File: src/rtl/data_mem_ctrl_if.sv
// Data-memory bus between the load/store sequencer (master) and the memory (slave).
// One beat: master raises mem_req with address/enables/data held steady until mem_ack.
interface data_mem_ctrl_if;
   logic        mem_req;
   logic        mem_we;
   logic [31:0] mem_addr;
   logic [3:0]  mem_be;
   logic [31:0] mem_wdata;
   logic [31:0] mem_rdata;
   logic        mem_ack;

   modport master (
      output mem_req, mem_we, mem_addr, mem_be, mem_wdata,
      input  mem_rdata, mem_ack
   );

   modport slave (
      input  mem_req, mem_we, mem_addr, mem_be, mem_wdata,
      output mem_rdata, mem_ack
   );
endinterface

File: src/rtl/data_mem_ctrl.sv
// Load/store sequencer: runs one RISC-V memory access over a 32-bit req/ack bus,
// splitting ld/sd into two beats, and returns extended load data in a 64-bit MDR
// with a one-cycle done pulse (err flags misalign, illegal funct3 or bus timeout).
module data_mem_ctrl #(
   parameter int TIMEOUT = 16
) (
   input  logic          clk,
   input  logic          reset,
   input  logic          start,
   input  logic          DMemOp,
   input  logic [2:0]    funct3,
   input  logic [63:0]   addr,
   input  logic [63:0]   wdata,
   output logic          busy,
   output logic          done,
   output logic          err,
   output logic [63:0]   mdr,
   data_mem_ctrl_if.master bus
);

   typedef enum logic [1:0] {IDLE, BEAT0, BEAT1, FIN} state_t;

   localparam logic [31:0] TMO_LAST = (TIMEOUT > 0) ? 32'(TIMEOUT - 1) : 32'd0;

   state_t      state;
   logic        is_store;
   logic [2:0]  size_f3;
   logic [1:0]  offset;
   logic [31:0] wdata_hi;
   logic [31:0] lo_word;
   logic [31:0] tmo_cnt;
   logic        req, we;
   logic [31:0] baddr;
   logic [3:0]  be;
   logic [31:0] bwdata;
   logic        bad_req;
   logic [3:0]  be_init;
   logic        tmo_hit;

   assign bus.mem_req   = req;
   assign bus.mem_we    = we;
   assign bus.mem_addr  = baddr;
   assign bus.mem_be    = be;
   assign bus.mem_wdata = bwdata;

   // Pick the addressed lane out of a bus word and sign/zero-extend it per funct3.
   function automatic logic [63:0] extract_load(input logic [2:0] f3, input logic [1:0] off,
                                                input logic [31:0] word);
      logic [31:0]        lane;
      logic signed [7:0]  sb;
      logic signed [15:0] sh;
      logic signed [31:0] sw;
      lane = word >> {off, 3'b000};
      sb   = lane[7:0];
      sh   = lane[15:0];
      sw   = lane;
      case (f3)
         3'b000:  extract_load = 64'(sb);
         3'b001:  extract_load = 64'(sh);
         3'b010:  extract_load = 64'(sw);
         3'b100:  extract_load = {56'd0, lane[7:0]};
         3'b101:  extract_load = {48'd0, lane[15:0]};
         default: extract_load = {32'd0, lane};
      endcase
   endfunction

   // Decode the incoming request: legality, alignment and first-beat byte enables.
   always_comb begin
      bad_req = (funct3 == 3'b111) || (DMemOp && funct3[2]);
      be_init = 4'b1111;
      case (funct3[1:0])
         2'b00: be_init = 4'b0001 << addr[1:0];
         2'b01: begin
            be_init = 4'b0011 << addr[1:0];
            if (addr[0]) bad_req = 1'b1;
         end
         2'b10: if (addr[1:0] != 2'b00) bad_req = 1'b1;
         default: if (addr[2:0] != 3'b000) bad_req = 1'b1;
      endcase
   end

   assign tmo_hit = (TIMEOUT != 0) && (tmo_cnt == TMO_LAST);

   // Request payload that only feeds data paths; no reset needed.
   always_ff @(posedge clk) begin
      if (state == IDLE && start) begin
         offset   <= addr[1:0];
         wdata_hi <= wdata[63:32];
      end
      if (state == BEAT0 && req && bus.mem_ack) lo_word <= bus.mem_rdata;
   end

   // Access sequencer with registered status and bus outputs.
   always_ff @(posedge clk or negedge reset) begin
      if (!reset) begin
         state    <= IDLE;
         is_store <= 1'b0;
         size_f3  <= 3'b000;
         tmo_cnt  <= '0;
         busy     <= 1'b0;
         done     <= 1'b0;
         err      <= 1'b0;
         mdr      <= '0;
         req      <= 1'b0;
         we       <= 1'b0;
         baddr    <= '0;
         be       <= '0;
         bwdata   <= '0;
      end else begin
         done <= 1'b0;
         case (state)
            IDLE: begin
               if (start) begin
                  is_store <= DMemOp;
                  size_f3  <= funct3;
                  busy     <= 1'b1;
                  tmo_cnt  <= '0;
                  if (bad_req) begin
                     state <= FIN;
                     done  <= 1'b1;
                     err   <= 1'b1;
                  end else begin
                     state  <= BEAT0;
                     err    <= 1'b0;
                     req    <= 1'b1;
                     we     <= DMemOp;
                     baddr  <= {addr[31:2], 2'b00};
                     be     <= be_init;
                     bwdata <= wdata[31:0] << {addr[1:0], 3'b000};
                  end
               end
            end
            BEAT0: begin
               if (bus.mem_ack) begin
                  req <= 1'b0;
                  if (size_f3[1:0] == 2'b11) begin
                     state   <= BEAT1;
                     baddr   <= baddr + 32'd4;
                     be      <= 4'b1111;
                     bwdata  <= wdata_hi;
                     tmo_cnt <= '0;
                  end else begin
                     state <= FIN;
                     done  <= 1'b1;
                     if (!is_store) mdr <= extract_load(size_f3, offset, bus.mem_rdata);
                  end
               end else if (tmo_hit) begin
                  req   <= 1'b0;
                  state <= FIN;
                  done  <= 1'b1;
                  err   <= 1'b1;
               end else begin
                  tmo_cnt <= tmo_cnt + 32'd1;
               end
            end
            BEAT1: begin
               // First BEAT1 cycle is the mandatory idle gap between beats.
               if (!req) begin
                  req     <= 1'b1;
                  tmo_cnt <= '0;
               end else if (bus.mem_ack) begin
                  req   <= 1'b0;
                  state <= FIN;
                  done  <= 1'b1;
                  if (!is_store) mdr <= {bus.mem_rdata, lo_word};
               end else if (tmo_hit) begin
                  req   <= 1'b0;
                  state <= FIN;
                  done  <= 1'b1;
                  err   <= 1'b1;
               end else begin
                  tmo_cnt <= tmo_cnt + 32'd1;
               end
            end
            FIN: begin
               state <= IDLE;
               busy  <= 1'b0;
            end
            default: state <= IDLE;
         endcase
      end
   end

endmodule

File: src/flat_wrapper.sv
// flat-port wrapper written by rule: the top's interface ports become plain ports
module data_mem_ctrl_flat 
#(
   parameter int TIMEOUT = 16
)
  (clk, reset, start, DMemOp, funct3, addr, wdata, busy, done, err, mdr, bus_mem_req, bus_mem_we, bus_mem_addr, bus_mem_be, bus_mem_wdata, bus_mem_rdata, bus_mem_ack);
  data_mem_ctrl_if bus_i ();
  input  logic clk;
  input  logic reset;
  input  logic start;
  input  logic DMemOp;
  input  logic [2:0] funct3;
  input  logic [63:0] addr;
  input  logic [63:0] wdata;
  output logic busy;
  output logic done;
  output logic err;
  output logic [63:0] mdr;
  output wire logic [$bits(bus_i.mem_req)-1:0] bus_mem_req;
  output wire logic [$bits(bus_i.mem_we)-1:0] bus_mem_we;
  output wire logic [$bits(bus_i.mem_addr)-1:0] bus_mem_addr;
  output wire logic [$bits(bus_i.mem_be)-1:0] bus_mem_be;
  output wire logic [$bits(bus_i.mem_wdata)-1:0] bus_mem_wdata;
  input wire logic [$bits(bus_i.mem_rdata)-1:0] bus_mem_rdata;
  input wire logic [$bits(bus_i.mem_ack)-1:0] bus_mem_ack;
  assign bus_mem_req = bus_i.mem_req;
  assign bus_mem_we = bus_i.mem_we;
  assign bus_mem_addr = bus_i.mem_addr;
  assign bus_mem_be = bus_i.mem_be;
  assign bus_mem_wdata = bus_i.mem_wdata;
  assign bus_i.mem_rdata = bus_mem_rdata;
  assign bus_i.mem_ack = bus_mem_ack;
  data_mem_ctrl #(.TIMEOUT(TIMEOUT)) u_core (.clk(clk), .reset(reset), .start(start), .DMemOp(DMemOp), .funct3(funct3), .addr(addr), .wdata(wdata), .busy(busy), .done(done), .err(err), .mdr(mdr), .bus(bus_i));
endmodule
File: config.mk
export PLATFORM = sky130hd
export DESIGN_NAME = data_mem_ctrl_flat
export DESIGN_NICKNAME = d
export VERILOG_FILES = /design/src/rtl/data_mem_ctrl_if.sv /design/src/rtl/data_mem_ctrl.sv /design/src/flat_wrapper.sv
export SDC_FILE = /design/constraint.sdc
export NUM_CORES = 1
export LEC_CHECK = 0
export ABC_AREA = 1
export ABC_CLOCK_PERIOD_IN_PS = 4350
export CAP_MARGIN = 15
export CORE_ASPECT_RATIO = 0.6
export CORE_MARGIN = 2
export CORE_UTILIZATION = 51
export DETAILED_ROUTE_END_ITERATION = 7
export MAX_ROUTING_LAYER = met4
export PLACE_DENSITY_LB_ADDON = 0.2
export SYNTH_ARGS = -nofsm -noshare
export SYNTH_HDL_FRONTEND = slang
export SYNTH_SLANG_ARGS = --single-unit
export TNS_END_PERCENT = 20
File: constraint.sdc
create_clock -name clk -period 4.35 [get_ports clk]
set_clock_uncertainty 0.2 [all_clocks]
set_input_delay 0.87 -clock clk [delete_from_list [all_inputs] [get_ports clk]]
set_output_delay 0.87 -clock clk [all_outputs]
set_load 0.05 [all_outputs]
# Yosys cells after proc, flatten, opt, wreduce, memory -nomap -nowiden
# Index checks and enable logic that the tools add are counted.
# word_totals
regBits	241
inputBits	168
out_inout_bits	137
wordCells	136
# classes
n_addsub	2
n_eq_ne	24
shift	4
mux	66
bitwise	1
reduce_logical	23
# op_table
cell	count
$mux 32	14
$mux 64	6
$pmux 64 s5	1
$pmux 32 s2	2
$pmux 64 s2	1
$pmux 32 s3	1
$add 32x1->32 const B	1
$add 32x3->32 const B	1
$eq 32x4->1 const B	1
$shl 32x5->32	1
$shr 32x5->32	1
$mux 1	23
$mux 4	4
$ne 2x2->1 const B	8
$pmux 4 s2	2
$mux 2	6
$pmux 1 s3	4
$eq 3x3->1 const B	3
$eq 2x2->1 const B	4
$pmux 2 s4	1
$reduce_and 4->1	2
$reduce_bool 2->1	4
$reduce_and 7->1	1
$ne 3x3->1 const B	2
other kinds (17)	26

# Logic depth before layout (Yosys ltp)
# Gate-level depths: netlist of the first run.
# logic_depth
ltp_word	7
mapped_depth	14
ltp_nobuf	14

# Least setup slack after synthesis of the first run
# Ideal clock, no wire load.
# synth_timing
kind	flip-flop to flip-flop
start	register u_core.state[1]
end	register u_core.lo_word[0], enable pin
setup_time_ps	461
arrival_time_ps	3348
t_required_ps	3689
setup_slack_ps	341
stages_incl_launch_ff	8
path_buffers	3
synth_period_minus_slack_ps	4009
cell_sequence	dfrtp_1 > inv_1 > ha_1 > buf_2 > inv_2 > buf_4 > clkbuf_1 > nor3_1
# synth_between
elab_chain_len	3
# synth_lines
element	line_no	rtl
start, declared	data_mem_ctrl.sv:25	state_t state;
start signal, assigned	data_mem_ctrl.sv:96	state <= IDLE;
start signal, assigned	data_mem_ctrl.sv:119	state <= FIN;
start signal, assigned	data_mem_ctrl.sv:123	state <= BEAT0;
$eq 2x1->1	data_mem_ctrl.sv:90	if (state == BEAT0 && req && bus.mem_ack) lo_word <= bus.mem_rdata;
$logic_and 1x1->1 (2 in a row)	data_mem_ctrl.sv:90	
end signal, assigned	data_mem_ctrl.sv:90	
end, declared	data_mem_ctrl.sv:30	logic [31:0] lo_word;
# Every way passes these cells.
# A chain may end at the register's enable or synchronous reset.

# Worst setup path after layout of the first run
# layout_timing
start	register u_core.state[1]
end	register u_core.mdr[49]
# layout_between
elab_chain_len	3
word_cells_on_any_way	11
classes_between	eq/ne (8); mux (1); reduce/logical (2)
# layout_lines
element	line_no	rtl
$eq 2x1->1 / $eq 2x2->1 (equally long branches)	data_mem_ctrl.sv:111	case (state)
$ne 2x2->1 (no line), or another cell as far along	-	
$reduce_and 7->1 (no line)	-	
end signal, assigned	data_mem_ctrl.sv:145	if (!is_store) mdr <= extract_load(size_f3, offset, bus.mem_rdata);
end signal, assigned	data_mem_ctrl.sv:165	if (!is_store) mdr <= {bus.mem_rdata, lo_word};
end, declared	data_mem_ctrl.sv:17	output logic [63:0] mdr,
# Several ways; a longest one is shown, not always the timed one.

==> results.cfg, run 1 <==
[status]
status = finished clean

[detailed_routing]
drt_iter0_markers = 1300
post_drt_via_cell_ratio = 5.59
drt_pre_antenna_iters = 6
routed_wl_um = 41500
drc = 0
vias = 12600
routedWlPerCell_um = 18.3
ant_nets = 0

[logic_synthesis]
synth_seq_cells = 239
synth_area_sq_mm = 0.0129
synth_area_per_cell_sq_um = 7.61
async_flop_share = 0.724
synth_edf_count = 66
synth_flop_cell = dfrtp_1
ys_types = 44
netlist_instances = 1691
ys_seq_area_frac = 0.490
yosys_warnings = 0

[worst_setup_path]
crit_path_start = u_core.state[1]$_DFFE_PN0P_
worstPathRequired_ps = 4590
regToRegSetupSlack_ps = 700
reg2reg_to = u_core.mdr[49]$_DFFE_PN0P_
worstSetupPathDepth = 11
reg2reg_from = u_core.state[1]$_DFFE_PN0P_
crit_path_end_kind = flip-flop
r2r_cells = 11
critPathBufInv = 4
path_cells = inv_1 -> ha_2 -> inv_2 -> nand2_1 -> nand2_1 -> nor3_2 -> o21ai_4 -> inv_2 -> buf_4 -> nor2_1 -> a21oi_1
crit_arrival_ps = 3880
crit_family = buffers and inverters
crit_path_end = u_core.mdr[49]$_DFFE_PN0P_
critPathMaxFanout = 47
crit_type = flip-flop to flip-flop
slowest_stage = inv_2
critPathLaunchType = flip-flop
cpPeakStageDelay_ps = 640

[placed_design]
placed_area_sq_mm = 0.0157
placement.io_buffers = 270
dp_hpwl_um = 29300
gp_congestion = 0.979

[timing]
setup_viol = 0
relSlewSlack = 0.398
rsz0062_at_grt = no
min_period_ps = 3650
fmax_ghz = 0.274
period_share = 0.838
holdWs_ps = 210
tns_ps = 0
slew_viol_final = 0
finalHoldViolCount = 0
worst_pin_slew_ps = 900

[pwr]
p_leak_nw = 7.28
p_clk_frac = 0.176
netSwitchingPower_mw = 6.51
cellPowerDensity_mw_per_mm2 = 789
p_int_mw = 6.55
max-vdd-ir-drop_mv = 0.509
comb_power_share = 0.545
switching_share = 0.498
pwr-share-seq = 0.279

[cells_and_area]
fin_area_sq_mm = 0.0166
layout_commonest_cell = nand2_1
n_fill_cell = 2050
multiInputGateArea_sq_mm = 0.00567
seq_area_sq_mm = 0.00631
drive_gt1_frac = 0.0526
final_cell_mix = nand2_1 (575), clkdlybuf4s50_1 (269), nor2_1 (200)
nets = 2100
syn2layout_area_growth_pct = 28.6

[die]
die_w_um = 209
initial_core_util = 0.525
pin_count = 305
core-area_sq_mm = 0.0245
die_y_um = 127
die_area_sq_mm = 0.0266
rows = 44

[global_route]
antenna_found_initial = 2
grt_pass1_wl_um = 65700
grt_max_degree = 82
globalRouteTotalUtil = 0.322
grt_pass1_vias = 12000
grt_overflow = 0

[clock_tree]
cts.sinks = 239
path_clk_slew_ps = 60
htreeDepth = 1
numCtsBuffers = 24
insertion_delay_ps = 530
cts_tree = built
ctsResizeCount = 0
root_buffer = clkbuf_16
clockBufferDepth = 3
ctsHoldBuffers = 0
cts_setup_buffers = 0

[worst_hold_path]
worst_hold_path_type = primary input to async pin

[run]
max_cap_viol_count = 0
## cells in the mapped netlist (2+ instances only)
cell type / count / share of area
buf_1: 6 / 0.0017
or2_2: 4 / 0.0019
xor2_1: 3 / 0.0020
edfxtp_1: 66 / 0.15
nor2_1: 200 / 0.058
mux2i_1: 3 / 0.0023
o31ai_1: 2 / 0.0012
inv_2: 11 / 0.0032
nor2_4: 2 / 0.0017
inv_4: 2 / 0.00097
a21oi_2: 15 / 0.010
o22ai_1: 5 / 0.0024
o21ai_0: 104 / 0.040
nor2_2: 2 / 0.00097
nand2_2: 3 / 0.0015
ha_1: 10 / 0.0097
buf_2: 23 / 0.0089
nand3_1: 97 / 0.038
o21ai_1: 17 / 0.0066
a21oi_1: 121 / 0.047
o221ai_1: 10 / 0.0068
clkbuf_1: 30 / 0.0087
dfrtp_1: 173 / 0.34
nor3_1: 19 / 0.0074
nor4_1: 5 / 0.0024
a22oi_1: 2 / 0.0012
nand4_1: 27 / 0.013
nand3b_1: 3 / 0.0017
nand2_1: 575 / 0.17
buf_4: 12 / 0.0070
buf_6: 10 / 0.0087
inv_1: 106 / 0.031
o211ai_1: 12 / 0.0070
## per-layer routing
| metal | vias to the layer above | GRT usage | wire length (um) |
|---|---|---|---|
| met5 | - | - | 0 |
| met4 | 0 | 0.0660 | 816 |
| met2 | 639 | 0.450 | 17500 |
| met3 | 63 | 0.0878 | 4740 |
| li1 | 6008 | - | - |
| met1 | 5937 | 0.469 | 18500 |
## flip-flops by register name, indices dropped and copies added, names as in the netlist
signal / cells
u_core.mdr: 64
u_core.err: 1
u_core.is_store: 1
u_core.size_f3: 3
u_core.state: 2
u_core.bus.mem_we: 1
u_core.busy: 1
u_core.wdata_hi: 32
u_core.lo_word: 32
u_core.done: 1
u_core.bus.mem_wdata: 32
u_core.bus.mem_addr: 30
u_core.bus.mem_req: 1
u_core.tmo_cnt: 32
u_core.bus.mem_be: 4
u_core.offset: 2
## power groups by stage
stage | Clock (mW) | Sequential [mW] | Combinational (mW)
3_3_place_gp | 0 | 3.65 | 6.94
4_1_cts | 2.32 | 3.63 | 7.10
5_1_grt | 2.42 | 3.73 | 7.65
3_5_place_dp | 0 | 3.66 | 7.07
6_report | 2.30 | 3.65 | 7.12
2_1_floorplan | 0 | 5.52 | 2.99
## through the flow
stage               power [mW]  setup WS [ps]  utilization  cells
finish                    13.1            705        0.676   2264
global route              13.8            481        0.676   2264
floorplan                 8.51            341            -   1692
global placement          10.6            618        0.640   2218
detailed placement        10.7            587        0.640   2218
CTS                       13.0            714        0.675   2262
## cells by family after synthesis
logic type / Yosys count / share of synthesized area
xor+xnor: 4 / 0.00272
mux: 3 / 0.00233
other cells: 1 / 0.000291
simple gates: 942 / 0.299
buf+inv: 201 / 0.0706
flops: 239 / 0.490
fa+ha+maj: 10 / 0.00972
compound gates: 291 / 0.125
## worst register-to-register path: cells and delay by family (launching register included)
kind                       cells  cell delay (ps)
AOI/OAI and AO/OA              2              260
adders and majority gates      1              550
buffers and inverters          4             1560
DFF                            1              420
and+or+nand+nor                4              560
## worst min-delay path by stage
stage	startpoint	slack [ps]	cells after the start	endpoint
after global routing	reset	280	1	u_core.tmo_cnt[24]$_DFFE_PN0P_
after global placement	u_core.lo_word[2]$_DFFE_PP_	250	2	u_core.mdr[2]$_DFFE_PN0P_
after CTS	reset	240	1	u_core.tmo_cnt[27]$_DFFE_PN0P_
final	reset	210	1	u_core.tmo_cnt[24]$_DFFE_PN0P_
after detailed placement	u_core.lo_word[5]$_DFFE_PP_	260	2	u_core.mdr[5]$_DFFE_PN0P_
after floorplan	u_core.lo_word[0]$_DFFE_PP_	230	2	u_core.mdr[0]$_DFFE_PN0P_
## area by class of cell
| type | count | area share |
|---|---|---|
| inverter | 120 | 0.0275 |
| clock buffer | 33 | 0.0426 |
| clock inverter | 11 | 0.00983 |
| multi-input combinational | 1252 | 0.342 |
| tap | 322 | 0.0243 |
| antenna | 2 | 0.000302 |
| timing repair buffer | 285 | 0.172 |
| sequential | 239 | 0.381 |
Note: power is estimated with default switching activity, not from simulation.
==> run 2, diff against run 1 <==
--- a/config.mk
+++ b/config.mk
@@ -6,7 +6,7 @@
 export NUM_CORES = 1
 export LEC_CHECK = 0
 export ABC_AREA = 1
-export ABC_CLOCK_PERIOD_IN_PS = 4350
+export ABC_CLOCK_PERIOD_IN_PS = 3500
 export CAP_MARGIN = 15
 export CORE_ASPECT_RATIO = 0.6
 export CORE_MARGIN = 2
==> constraint.sdc (replaced) <==
create_clock -name clk -period 3.5 [get_ports clk]
set_clock_uncertainty 0.2 [all_clocks]
set_input_delay 0.7 -clock clk [delete_from_list [all_inputs] [get_ports clk]]
set_output_delay 0.7 -clock clk [all_outputs]
set_load 0.05 [all_outputs]
==> run 2 against run 1 <==
  * The run now ends with hold timing left
  * Cell count up 0.31%
  * Setup slack worse by 18 ps
  * Wire length down 2.2%
  * Sequential share of layout area up 0.13 points
  * Power up 21%
  * Non-clock buffer count up 10
  * Combinational power up 26%
  * First-iteration DRC count up 16%
  * Sequential cell count unchanged
  * Die area unchanged
==> results.cfg, run 2 (synthesis gave the netlist of run 1 again) <==
[worst_setup_path]
crit_family = buffers and inverters
worstPathRequired_ps = 3710
crit_type = flip-flop to flip-flop
cpPeakStageDelay_ps = 430
crit_arrival_ps = 3030
path_cells = inv_1 -> ha_2 -> buf_4 -> inv_2 -> nand2_1 -> nand2_1 -> nor3_2 -> o21ai_4 -> buf_4 -> a21oi_1 -> a21oi_2
critPathLaunchType = flip-flop
crit_path_end_kind = flip-flop
critPathMaxFanout = 70
critPathBufInv = 4
slowest_stage = dfrtp_1

[pwr]
p_clk_frac = 0.150
max-vdd-ir-drop_mv = 0.439
p_int_mw = 7.80
p_leak_nw = 7.27
cellPowerDensity_mw_per_mm2 = 961
switching_share = 0.508
comb_power_share = 0.564
pwr-share-seq = 0.285
netSwitchingPower_mw = 8.05

[detailed_routing]
drc = 0
routed_wl_um = 40600
post_drt_via_cell_ratio = 5.57
drt_iter0_markers = 1502
routedWlPerCell_um = 17.9
ant_nets = 0
drt_pre_antenna_iters = 6
vias = 12700

[clock_tree]
insertion_delay_ps = 530
numCtsBuffers = 23
root_buffer = clkbuf_16
ctsHoldBuffers = 0
clockBufferDepth = 3
cts_setup_buffers = 0
cts.sinks = 239
path_clk_slew_ps = 70
ctsResizeCount = 0
cts_tree = built
htreeDepth = 1

[cells_and_area]
drive_gt1_frac = 0.0544
regMostFlops = u_core.mdr
multiInputGateArea_sq_mm = 0.00567
fin_area_sq_mm = 0.0165
nets = 2109
largest_reg_flops = 64
syn2layout_area_growth_pct = 28.1
layout_commonest_cell = nand2_1
final_cell_mix = nand2_1 (575), clkdlybuf4s50_1 (269), nor2_1 (200)
seq_area_sq_mm = 0.00631
n_fill_cell = 2096

[die]
die_area_sq_mm = 0.0266
initial_core_util = 0.525
die_w_um = 209
core-area_sq_mm = 0.0245
pin_count = 305
die_y_um = 127
rows = 44

[run]
max_cap_viol_count = 0

[timing]
rsz0062_at_grt = no
slew_viol_final = 0
tns_ps = 0
fmax_ghz = 0.355
min_period_ps = 2810
worst_pin_slew_ps = 940
holdWs_ps = -8.16
period_share = 0.804
setup_viol = 0
relSlewSlack = 0.371
finalHoldViolCount = 3

[status]
status = finished with violations
violations = hold timing

[worst_hold_path]
worst_hold_path_type = primary input to async pin

[global_route]
grt_pass1_vias = 11600
globalRouteTotalUtil = 0.311
antenna_found_initial = 0
grt_pass1_wl_um = 63900
grt_max_degree = 71
grt_util_met1 = 0.468
met3_usage = 0.0474
met2_usage = 0.447
grt_overflow = 0
grt_busiest_layer = met1

[placed_design]
placed_area_sq_mm = 0.0158
placement.io_buffers = 270
dp_hpwl_um = 29100
gp_congestion = 0.940
-- run 2: changes by cell type in the layout (fill, tap and decap cells not counted), moves of 2 or more --
cell | previous run | this run
clkbuf_16 | 25 | 23
bufinv_16 | 4 | 0
clkbuf_1 | 3 | 6
clkbuf_8 | 5 | 3
buf_4 | 13 | 20
clkinv_2 | 1 | 4
buf_12 | 2 | 5
clkinvlp_4 | 4 | 1
-- run 2: power by group through the flow --
stage	logic (mW)	registers [mW]	clock network [mW]
after floorplan	3.72	6.86	0
after global placement	8.74	4.52	0
after detailed placement	8.89	4.54	0
after CTS	8.93	4.51	2.42
after global routing	9.63	4.63	2.53
final	8.95	4.53	2.38
-- run 2: final timing paths --
check                                                  from                              to  slack (ps)  cells past startpoint
worst min register to register  u_core.lo_word[2]$_DFFE_PP_       u_core.mdr[2]$_DFFE_PN0P_         260                      2
max in group asynchronous                             reset  u_core.tmo_cnt[17]$_DFFE_PN0P_        2390                      2
min in group clk                u_core.lo_word[2]$_DFFE_PP_       u_core.mdr[2]$_DFFE_PN0P_         260                      2
worst min-delay path                                  reset       u_core.mdr[0]$_DFFE_PN0P_          -8                      1
worst max register to register  u_core.state[0]$_DFFE_PN0P_      u_core.mdr[58]$_DFFE_PN0P_         690                     11
worst max-delay path            u_core.state[0]$_DFFE_PN0P_      u_core.mdr[58]$_DFFE_PN0P_         690                     11
-- run 2: cell type report --
class                      instances  share of cell area
inverter                         120              0.0276
tap                              322              0.0244
sequential                       239               0.383
multi-input combinational       1252               0.344
timing repair buffer             295               0.179
clock buffer                      32              0.0388
clock inverter                    10             0.00341
antenna                            1            0.000152
-- run 2: layer usage --
layer,vias up,wire length (um)
li1,6023,-
met1,5980,18700
met2,602,17400
met3,50,3720
met4,0,789
met5,-,0
-- run 2: per-stage QoR --
step | std cells | setup WS (ps) | util | power (mW)
floorplan | 1692 | 470 | - | 10.6
global placement | 2228 | 378 | 0.645 | 13.3
detailed placement | 2228 | 290 | 0.645 | 13.4
CTS | 2270 | 678 | 0.673 | 15.8
global route | 2270 | 473 | 0.673 | 16.8
finish | 2271 | 686 | 0.673 | 15.9
==> run 3, diff against run 2 <==
--- a/config.mk
+++ b/config.mk
@@ -6,11 +6,11 @@
 export NUM_CORES = 1
 export LEC_CHECK = 0
 export ABC_AREA = 1
-export ABC_CLOCK_PERIOD_IN_PS = 3500
+export ABC_CLOCK_PERIOD_IN_PS = 2500
 export CAP_MARGIN = 15
 export CORE_ASPECT_RATIO = 0.6
 export CORE_MARGIN = 2
-export CORE_UTILIZATION = 51
+export CORE_UTILIZATION = 46
 export DETAILED_ROUTE_END_ITERATION = 7
 export MAX_ROUTING_LAYER = met4
 export PLACE_DENSITY_LB_ADDON = 0.2
==> constraint.sdc (replaced) <==
create_clock -name clk -period 2.5 [get_ports clk]
set_clock_uncertainty 0.2 [all_clocks]
set_input_delay 0.5 -clock clk [delete_from_list [all_inputs] [get_ports clk]]
set_output_delay 0.5 -clock clk [all_outputs]
set_load 0.05 [all_outputs]
==> run 3 against run 2 <==
  * The run now ends clean
  * Worst hold slack better by 280 ps
  * Design area up 4.0%
  * Global-route usage down 1.1 points
  * Via count up 1.8%
  * Sequential share of layout area down 1.5 points
  * Critical path depth down 10
  * Wire length up 5.6%
  * Largest cell class unchanged
  * Largest power group unchanged
==> results.cfg, run 3 (synthesis gave the netlist of run 1 again) <==
[global_route]
grt_max_degree = 51
grt_pass1_vias = 11900
antenna_found_initial = 1
grt_overflow = 0
globalRouteTotalUtil = 0.301
grt_pass1_wl_um = 67200

[timing]
fmax_ghz = 0.408
setup_viol = 0
min_period_ps = 2450
holdWs_ps = 270
rsz0062_at_grt = no
worst_pin_slew_ps = 894
relSlewSlack = 0.398
finalHoldViolCount = 0
slew_viol_final = 0
period_share = 0.980

[cells_and_area]
fin_area_sq_mm = 0.0172
regMostFlops = u_core.mdr
largest_reg_flops = 64
n_fill_cell = 2462
syn2layout_area_growth_pct = 33.2
final_core_util = 0.623
drive_gt1_frac = 0.0837
final_cell_mix = nand2_1 (575), clkdlybuf4s50_1 (231), nor2_1 (200)
nets = 2167
seq_area_sq_mm = 0.00631
multiInputGateArea_sq_mm = 0.00568
fin_cells = 2375
layout_commonest_cell = nand2_1

[worst_setup_path]
crit_arrival_ps = 1750
critPathLaunchType = flip-flop
worstPathRequired_ps = 1800
slowest_stage = clkdlybuf4s50_1
cpPeakStageDelay_ps = 830
regToRegSetupSlack_ps = 120
critPathBufInv = 1
reg2reg_to = u_core.mdr[38]$_DFFE_PN0P_
crit_path_end_kind = primary output
r2r_cells = 10
critPathMaxFanout = 2
path_cells = clkdlybuf4s50_1
crit_type = flip-flop to primary output
crit_family = buffers and inverters
reg2reg_from = u_core.state[1]$_DFFE_PN0P_

[pwr]
max-vdd-ir-drop_mv = 0.859
p_leak_nw = 7.73
cellPowerDensity_mw_per_mm2 = 1360

[placed_design]
gp_congestion = 0.961
placement.io_buffers = 270
dp.cells = 2329
dp_hpwl_um = 31800
placed_area_sq_mm = 0.0164

[detailed_routing]
drt_iter0_markers = 1459
wl_met1_um = 20100
wl_met2_um = 17800
drc = 0
routed_wl_um = 42900
highest_layer = met4
wl_met3_um = 4160
ant_nets = 0
vias = 12900
post_drt_via_cell_ratio = 5.42
routedWlPerCell_um = 18.1
drt_pre_antenna_iters = 6

[clock_tree]
numCtsBuffers = 24
path_clk_slew_ps = 60
clockBufferDepth = 3
htreeDepth = 1
cts_tree = built
cts.sinks = 239
cts_setup_buffers = 0
root_buffer = clkbuf_16
insertion_delay_ps = 540

[die]
die_y_um = 134
initial_core_util = 0.468
rows = 47
core-area_sq_mm = 0.0275
die_w_um = 220
die_area_sq_mm = 0.0294
pin_count = 305

[worst_hold_path]
hold_depth = 2
holdPathEnd = u_core.mdr[1]$_DFFE_PN0P_
worst_hold_path_type = flip-flop to flip-flop
hp-start = u_core.lo_word[1]$_DFFE_PP_

[run]
max_cap_viol_count = 0

[status]
status = finished clean
## run 3: changes by cell type in the layout (fill, tap and decap cells not counted), sizes merged, moves of 2 or more
cell / change
dlygate4sd2: +29
clkbuf: +2
inv: -2
bufinv: +2
clkdlybuf4s50: -38
dlymetal6s2s: +5
buf: +60
## run 3: worst max path at each step
stage | from | endpoint | depth (start not counted)
finish | u_core.mdr[30]$_DFFE_PN0P_ | mdr[30] | 1
global route | u_core.bus.mem_wdata[17]$_DFFE_PN0P_ | bus_mem_wdata[17] | 1
CTS | u_core.mdr[7]$_DFFE_PN0P_ | mdr[7] | 1
detailed placement | funct3[1] | u_core.bus.mem_addr[5]$_DFFE_PN0P_ | 14
global placement | funct3[1] | u_core.bus.mem_addr[26]$_DFFE_PN0P_ | 14
floorplan | u_core.state[1]$_DFFE_PN0P_ | u_core.lo_word[0]$_DFFE_PP_ | 7
## run 3: layout make-up
| type | instances | area share |
|---|---|---|
| Antenna cell | 1 | 0.000146 |
| Timing Repair Buffer | 352 | 0.202 |
| Clock buffer | 34 | 0.0396 |
| Sequential cell | 239 | 0.368 |
| Inverter | 120 | 0.0268 |
| Clock inverter | 10 | 0.00591 |
| Tap cell | 367 | 0.0268 |
| Multi-Input combinational cell | 1252 | 0.331 |
## run 3: metal layers
layer / track usage / vias up
li1: - / 6146
met1: 0.462 / 6034
met2: 0.405 / 633
met3: 0.0610 / 66
met4: 0.0615 / 0
met5: - / -
## run 3: report_power, final
group	switching (mW)	internal (mW)	total, mW
clock network	1.58	2.10	3.68
logic	8.97	4.24	13.2
registers	1.03	5.35	6.38
total	11.6	11.7	23.3
## run 3: worst register-to-register path: stages, from the launching register on
cell	delay (ps)
dfrtp_1	440
inv_1	120
ha_2	290
inv_2	110
nand2_1	100
nand2_1	60
nor3_2	170
o21ai_4	120
buf_12	190
a21oi_1	310
a21oi_1	130
## run 3: per-stage QoR
| stage | setup TNS [ps] | power, mW | setup slack [ps] |
|---|---|---|---|
| after floorplan | -376 | 14.9 | -11.7 |
| after global routing | 0 | 24.6 | 9.64 |
| after detailed placement | -9710 | 19.6 | -190 |
| after global placement | -6640 | 19.4 | -153 |
| final | 0 | 23.3 | 50.0 |
| after CTS | 0 | 23.2 | 0.603 |
## run 3: timing repair
action                                  4_1_cts  5_1_grt
endpoints found under the setup margin       29       68
hold buffers                                  1        0
gates resized for setup                      29        9
cloned                                        0        0
hold endpoints to repair                     43        0
